--- config.mk ---
export PLATFORM = sky130hd
export DESIGN_NAME = fetch_pc_unit
export DESIGN_NICKNAME = d
export VERILOG_FILES = /design/src/rtl/fetch_pc_unit.sv
export SDC_FILE = /design/constraint.sdc
export NUM_CORES = 1
export LEC_CHECK = 0
export BUFFER_PORTS_ARGS = -buffer_cell sky130_fd_sc_hd__buf_4
export CORE_ASPECT_RATIO = 2
export CORE_UTILIZATION = 49
export CTS_CLUSTER_SIZE = 10
export DETAILED_ROUTE_END_ITERATION = 10
export PLACE_DENSITY = 0.8
export SLEW_MARGIN = 30
export SYNTH_ARGS = -nofsm -noshare
export SYNTH_HDL_FRONTEND = slang
export SYNTH_SLANG_ARGS = --single-unit
--- constraint.sdc ---
create_clock -name clk -period 2.5 [get_ports clk]
set_input_delay 0.375 -clock clk [delete_from_list [all_inputs] [get_ports clk]]
set_output_delay 0.375 -clock clk [all_outputs]
set_load 0.005 [all_outputs]
--- src/rtl/fetch_pc_unit.sv ---
// Fetch stage: owns the PC, drives the instruction memory address and buffers
// up to two {pc, instr} pairs for decode behind a valid/ready handshake.
module fetch_pc_unit #(
   parameter logic [31:0] RESET_PC   = 32'h0000_0000,
   parameter int unsigned IMEM_WORDS = 32
) (
   input  logic        clk,
   input  logic        rst_n,
   output logic [31:0] imem_addr,
   input  logic [31:0] imem_instr,
   input  logic        redirect_valid,
   input  logic [31:0] redirect_target,
   output logic        out_valid,
   input  logic        out_ready,
   output logic [31:0] out_pc,
   output logic [31:0] out_instr,
   output logic        fault
);

   typedef enum logic [1:0] {
      ST_INIT  = 2'd0,
      ST_RUN   = 2'd1,
      ST_FAULT = 2'd2
   } state_t;

   localparam logic [32:0] PC_LIMIT = 33'(IMEM_WORDS) * 33'd4;

   state_t      state_q, state_d;
   logic [31:0] pc_q, pc_d;
   logic [1:0]  count_q, count_d;
   logic        head_q, head_d;
   logic        fault_q, fault_d;
   logic [31:0] buf_pc_q  [2];
   logic [31:0] buf_ins_q [2];

   logic pop;
   logic fetch_req;
   logic push;
   logic tail;
   logic misaligned;
   logic out_of_range;

   assign pop          = (state_q == ST_RUN) && (count_q != 2'd0) && out_ready;
   assign fetch_req    = (count_q < 2'd2) || pop;
   assign tail         = head_q ^ count_q[0];
   assign misaligned   = (redirect_target[1:0] != 2'b00);
   assign out_of_range = ({1'b0, pc_q} >= PC_LIMIT);

   always_comb begin
      state_d = state_q;
      pc_d    = pc_q;
      count_d = count_q;
      head_d  = head_q;
      fault_d = fault_q;
      push    = 1'b0;
      case (state_q)
         ST_INIT: begin
            state_d = ST_RUN;
            if (redirect_valid) begin
               if (misaligned) begin
                  state_d = ST_FAULT;
                  fault_d = 1'b1;
               end else begin
                  pc_d = redirect_target;
               end
            end
         end
         ST_RUN: begin
            // Redirect overrides any fetch or pop in the same cycle.
            if (redirect_valid) begin
               count_d = 2'd0;
               if (misaligned) begin
                  state_d = ST_FAULT;
                  fault_d = 1'b1;
               end else begin
                  pc_d = redirect_target;
               end
            end else if (fetch_req && out_of_range) begin
               state_d = ST_FAULT;
               fault_d = 1'b1;
               count_d = 2'd0;
            end else begin
               push = fetch_req;
               if (push) pc_d = pc_q + 32'd4;
               if (pop) head_d = ~head_q;
               case ({push, pop})
                  2'b10:   count_d = count_q + 2'd1;
                  2'b01:   count_d = count_q - 2'd1;
                  default: count_d = count_q;
               endcase
            end
         end
         default: begin
            state_d = ST_FAULT;
            fault_d = 1'b1;
         end
      endcase
   end

   always_ff @(posedge clk or negedge rst_n) begin
      if (!rst_n) begin
         state_q <= ST_INIT;
         pc_q    <= RESET_PC;
         count_q <= 2'd0;
         head_q  <= 1'b0;
         fault_q <= 1'b0;
      end else begin
         state_q <= state_d;
         pc_q    <= pc_d;
         count_q <= count_d;
         head_q  <= head_d;
         fault_q <= fault_d;
      end
   end

   always_ff @(posedge clk or negedge rst_n) begin
      if (!rst_n) begin
         buf_pc_q  <= '{default: '0};
         buf_ins_q <= '{default: '0};
      end else if (push) begin
         buf_pc_q[tail]  <= pc_q;
         buf_ins_q[tail] <= imem_instr;
      end
   end

   assign imem_addr = pc_q;
   assign out_valid = (state_q == ST_RUN) && (count_q != 2'd0);
   assign out_pc    = buf_pc_q[head_q];
   assign out_instr = buf_ins_q[head_q];
   assign fault     = fault_q;

endmodule

==> impl_summary.md <==
Yosys
The number of cells produced by synthesis is around 600. The dominant combinational cell family by area after synthesis is multiplexers. In the synthesized netlist, the cells that appear most often are 166 x sky130_fd_sc_hd__dfrtp_1, 140 x sky130_fd_sc_hd__mux2_2, 52 x sky130_fd_sc_hd__nor2b_1. The post-synthesis cell type with the largest combined area is sky130_fd_sc_hd__dfrtp_1. Multiplexer cells account for 21.99% of the synthesized area. After synthesis, the mean cell area works out to 12.56 µm². The XOR/XNOR share of the synthesized area is 0.2379%. The portion of the post-synthesis area used by sequential elements is a little under three fifths.

By instance count, the leading cell after synthesis is sky130_fd_sc_hd__dfrtp_1. The Yosys step of the flow raised 0 warnings. The area share of the leading cell type in the synthesized netlist is 56.42%. The number of synthesized flops with an enable pin is 0.

The arithmetic-cell share of the synthesized area counting full adders, half adders and majority gates is 0.5099%. The number of flip-flops and latches in the synthesized netlist is about 170. By area the synthesized netlist is led by sky130_fd_sc_hd__dfrtp_1 56%, sky130_fd_sc_hd__mux2_2 21%, sky130_fd_sc_hd__nor2b_1 4.4%. The share of flip-flops with an asynchronous set or reset after synthesis is 100.0%.

The post-synthesis cell type count is 49. The synthesized netlist net count is 657. The synthesized netlist occupies a cell area of 0.007362 mm². The flip-flop cell with the highest count after synthesis is sky130_fd_sc_hd__dfrtp_1.

Summing the areas of all compound-gate instances in the mapped netlist gives under 10% of the synthesized area. The area share of and/or/nand/nor cells after synthesis is between 10% and 20%.

Routing
Summed over all nets, wire length on met3 after detailed routing comes to 856 µm. The highest layer touched by signal routing is met4. The final wirelength is 19590 µm. The count of nets left with antenna violations once routing finished came out at 0. After detailed routing, the wire length on met1 is 6994 µm.

For this run, design rule violations remaining after detail routing come to 0. The routed design uses about 11000 µm of met2 wire. The initial DRC count is 265. After detailed routing, the number of vias per cell comes to 5.538. The average routed wire per standard cell is 19.67 µm.

The number of vias in the routed layout is 5516. The number of iterations in the first detailed-routing pass is 4.

Clock network
The tree is rooted in a sky130_fd_sc_hd__clkbuf_16. The H-tree was split into 4 levels. TritonCTS built the clock tree. The longest clock path from root to sink contains 2 buffers.

Clock-pin slew was measured on the worst setup and hold paths at 60 ps. The number of clock buffers added by TritonCTS is 17. Clock tree synthesis found a total of about 170 sinks. The later pin in the worst-skew pair is clocked with a latency of 420 ps.

Timing
Setup violations remaining at the end of the flow were counted as 5. The top achievable clock speed is 0.3993 GHz. Setup repair after global routing could not meet its margin everywhere. The transition time at the pin with the least slew margin is 529.6 ps. The worst clock skew is 10.02 ps.

The sum of negative setup slack is -12.08 ps. The worst slew slack as a fraction of its limit is 64.37%. The max-slew violation total from the final report is 0. After layout, the worst path uses 100.2% of the clock period. The final hold violation count is 0. Once routing completed, OpenROAD measured the worst setup slack at -4.194 ps. For the finished layout, the period the worst path requires is 2504 ps.

Finish
The number of nets in the finished design is around 860. Fill cells in the final layout number 1093. The number of diodes is 0. The post-route netlist has 49.94% of its cells at a drive strength greater than 1. From synthesis to final layout, the design area changed by 34.76%. The post-route non-filler standard cell count is 996.

Power and ir drop
In this run the static leakage power is 5.064 nW. The total power density per cell area is 601.0 mW/mm². The worst-case IR drop observed on VDD is ~0.00049 V.

Status
The flow ran to the end, but the final reports show violations. The final reports fail on negative setup slack.

Global route
The initial antenna violation count is 0. The maximum number of pins on one net before global-route repair is 66. The residual overflow from global routing is 0. The first global-routing pass estimated 29300 µm of wire.

In the global route stage, overall resource usage came out at between 20 and 30%. The number of global-route vias before repair was 5925.

Floorplan
The die width is about 89 µm. Measured along the y axis, the die boundary spans 175.3 µm. The I/O pin count is 166.

The die covers 0.01555 mm². The area of the core region is between 0.01 and 0.015 mm². The initial core utilization is 49.94%.

The floorplan has 63 rows.

Run
The max capacitance violation total is 0.

Setup path
Walking the worst path, the cells encountered are or4_4 > a2111oi_4 > nand2_2 > nor3_4 > buf_12 > buf_8 > mux2_2. The worst path buffer plus inverter count is 2. Of all nets on the critical path, the largest fanout is 6. The data arrival time of the critical path is approximately 2800 ps.

Across all register-to-register paths, the minimum setup slack is -4 ps. The cell family contributing the most delay on the critical path is simple AND/OR/NAND/NOR gates. Data on the critical path is required at its endpoint by 2800 ps. The launch instance of the worst register-to-register path is imem_addr[10]$_DFFE_PN0P_. The critical path starts at imem_addr[10]$_DFFE_PN0P_.

The kind of critical path is reg2reg. The endpoint of the worst register-to-register path is buf_ins_q[27]$_DFFE_PN0P_. The slowest stage of the critical path is the sky130_fd_sc_hd__or4_4 cell.

For this run, the slowest stage of the critical path takes 560 ps. The worst setup path is launched from a register. The depth of the worst register-to-register path is 7. STA classifies the critical path endpoint as a register.

Placement
The final weighted congestion in routability-driven placement is 1.004. After detailed placement, the design holds a cell count of approximately 950. In this run the tool buffered the top-level ports with roughly 170 buffer cells. Detailed placement ended at an HPWL of 13410 µm.

Worst hold path
The terminating pin of the worst hold path is imem_addr[27]$_DFFE_PN0P_. The startpoint of the most critical hold path is redirect_target[27]. The classification of the worst-slack hold path is in2reg.

The worst hold path passes through 3 cells.
## worst max-delay path by stage
stage	to	slack, ps	cells past startpoint
after global routing	buf_ins_q[5]$_DFFE_PN0P_	-60	7
final	buf_ins_q[27]$_DFFE_PN0P_	-4	7
after global placement	buf_ins_q[46]$_DFFE_PN0P_	90	6
after floorplan	buf_ins_q[10]$_DFFE_PN0P_	70	6
after detailed placement	buf_ins_q[45]$_DFFE_PN0P_	50	6
after CTS	buf_pc_q[35]$_DFFE_PN0P_	20	6
## per-stage QoR
step | power (mW) | hold slack, ps | setup slack (ps) | cell area, µm² | util [%]
global placement | 3.267 | 360.3 | 89.06 | 9049 | 61.39
floorplan | 2.957 | 79.41 | 71.69 | 7362 | -
global route | 6.159 | 156.0 | -58.80 | 9921 | 67.30
finish | 5.963 | 148.0 | -4.194 | 9921 | 67.30
CTS | 6.006 | 132.3 | 18.51 | 9678 | 65.66
detailed placement | 3.283 | 372.7 | 46.52 | 9049 | 61.39
## per-layer routing
layer,global-route usage [%],vias up
met1,25.79,2753
met2,45.87,229
met3,5.498,52
met4,14.78,0
li1,-,2482
met5,0,-
## logic make-up after synthesis
group | count (synthesis)
AND/OR/NAND/NOR | 166
flip-flops | 166
multiplexers | 144
AO/OA/AOI/OAI | 65
buffers and inverters | 40
adder cells (fa/ha/maj) | 3
XOR/XNOR | 2
## area by class of cell
cell class	count	area [µm²]	share of cell area (%)
multi-input cells	380	3092	31.16
clock buffers	17	425.4	4.288
clock inverters	15	193.9	1.955
inverters	9	33.78	0.3405
well taps	195	244.0	2.459
repair buffers	214	1777	17.91
flip-flops and latches	166	4155	41.88
## power by group
part           switching (mW)  internal (mW)  leakage [nW]
Clock                    1.12           1.60         0.293
Sequential             0.0636           2.73          2.24
Combinational           0.219          0.228          2.53
## repair_timing
action                                  CTS  global route
resized for setup                         0            25
endpoints found under the setup margin    0           119
hold buffers                              1             0
hold endpoints to repair                 51             0
setup buffers                             0             3
## placed cells by master, fill, tap and decap left out, types with 5 or more instances in the layout
| cell type | count |
|---|---|
| sky130_fd_sc_hd__buf_4 | 199 |
| sky130_fd_sc_hd__nand2_1 | 38 |
| sky130_fd_sc_hd__nand4_1 | 7 |
| sky130_fd_sc_hd__nand3_1 | 12 |
| sky130_fd_sc_hd__a21oi_1 | 18 |
| sky130_fd_sc_hd__inv_1 | 9 |
| sky130_fd_sc_hd__o22ai_1 | 9 |
| sky130_fd_sc_hd__nor2b_1 | 52 |
| sky130_fd_sc_hd__o21ai_0 | 12 |
| sky130_fd_sc_hd__buf_12 | 8 |
| sky130_fd_sc_hd__dfrtp_1 | 165 |
| sky130_fd_sc_hd__clkbuf_16 | 20 |
| sky130_fd_sc_hd__a22o_1 | 7 |
| sky130_fd_sc_hd__or3_1 | 5 |
| sky130_fd_sc_hd__nor2_1 | 21 |
| sky130_fd_sc_hd__mux2_2 | 122 |
| sky130_fd_sc_hd__mux2_4 | 19 |
| sky130_fd_sc_hd__nor4_1 | 6 |
## sequential cells by signal, summed over array words and instances, names as in the netlist
| signal | count |
|---|---|
| state_q | 2 |
| buf_ins_q | 64 |
| buf_pc_q | 64 |
| count_q | 2 |
| head_q | 1 |
| imem_addr | 32 |
| fault | 1 |
## worst min-delay path, cell delays in order
cell	delay [ps]
sky130_fd_sc_hd__buf_4	70
sky130_fd_sc_hd__nand2_1	40
sky130_fd_sc_hd__nand2_1	50
(Power assumes the default switching activity.)
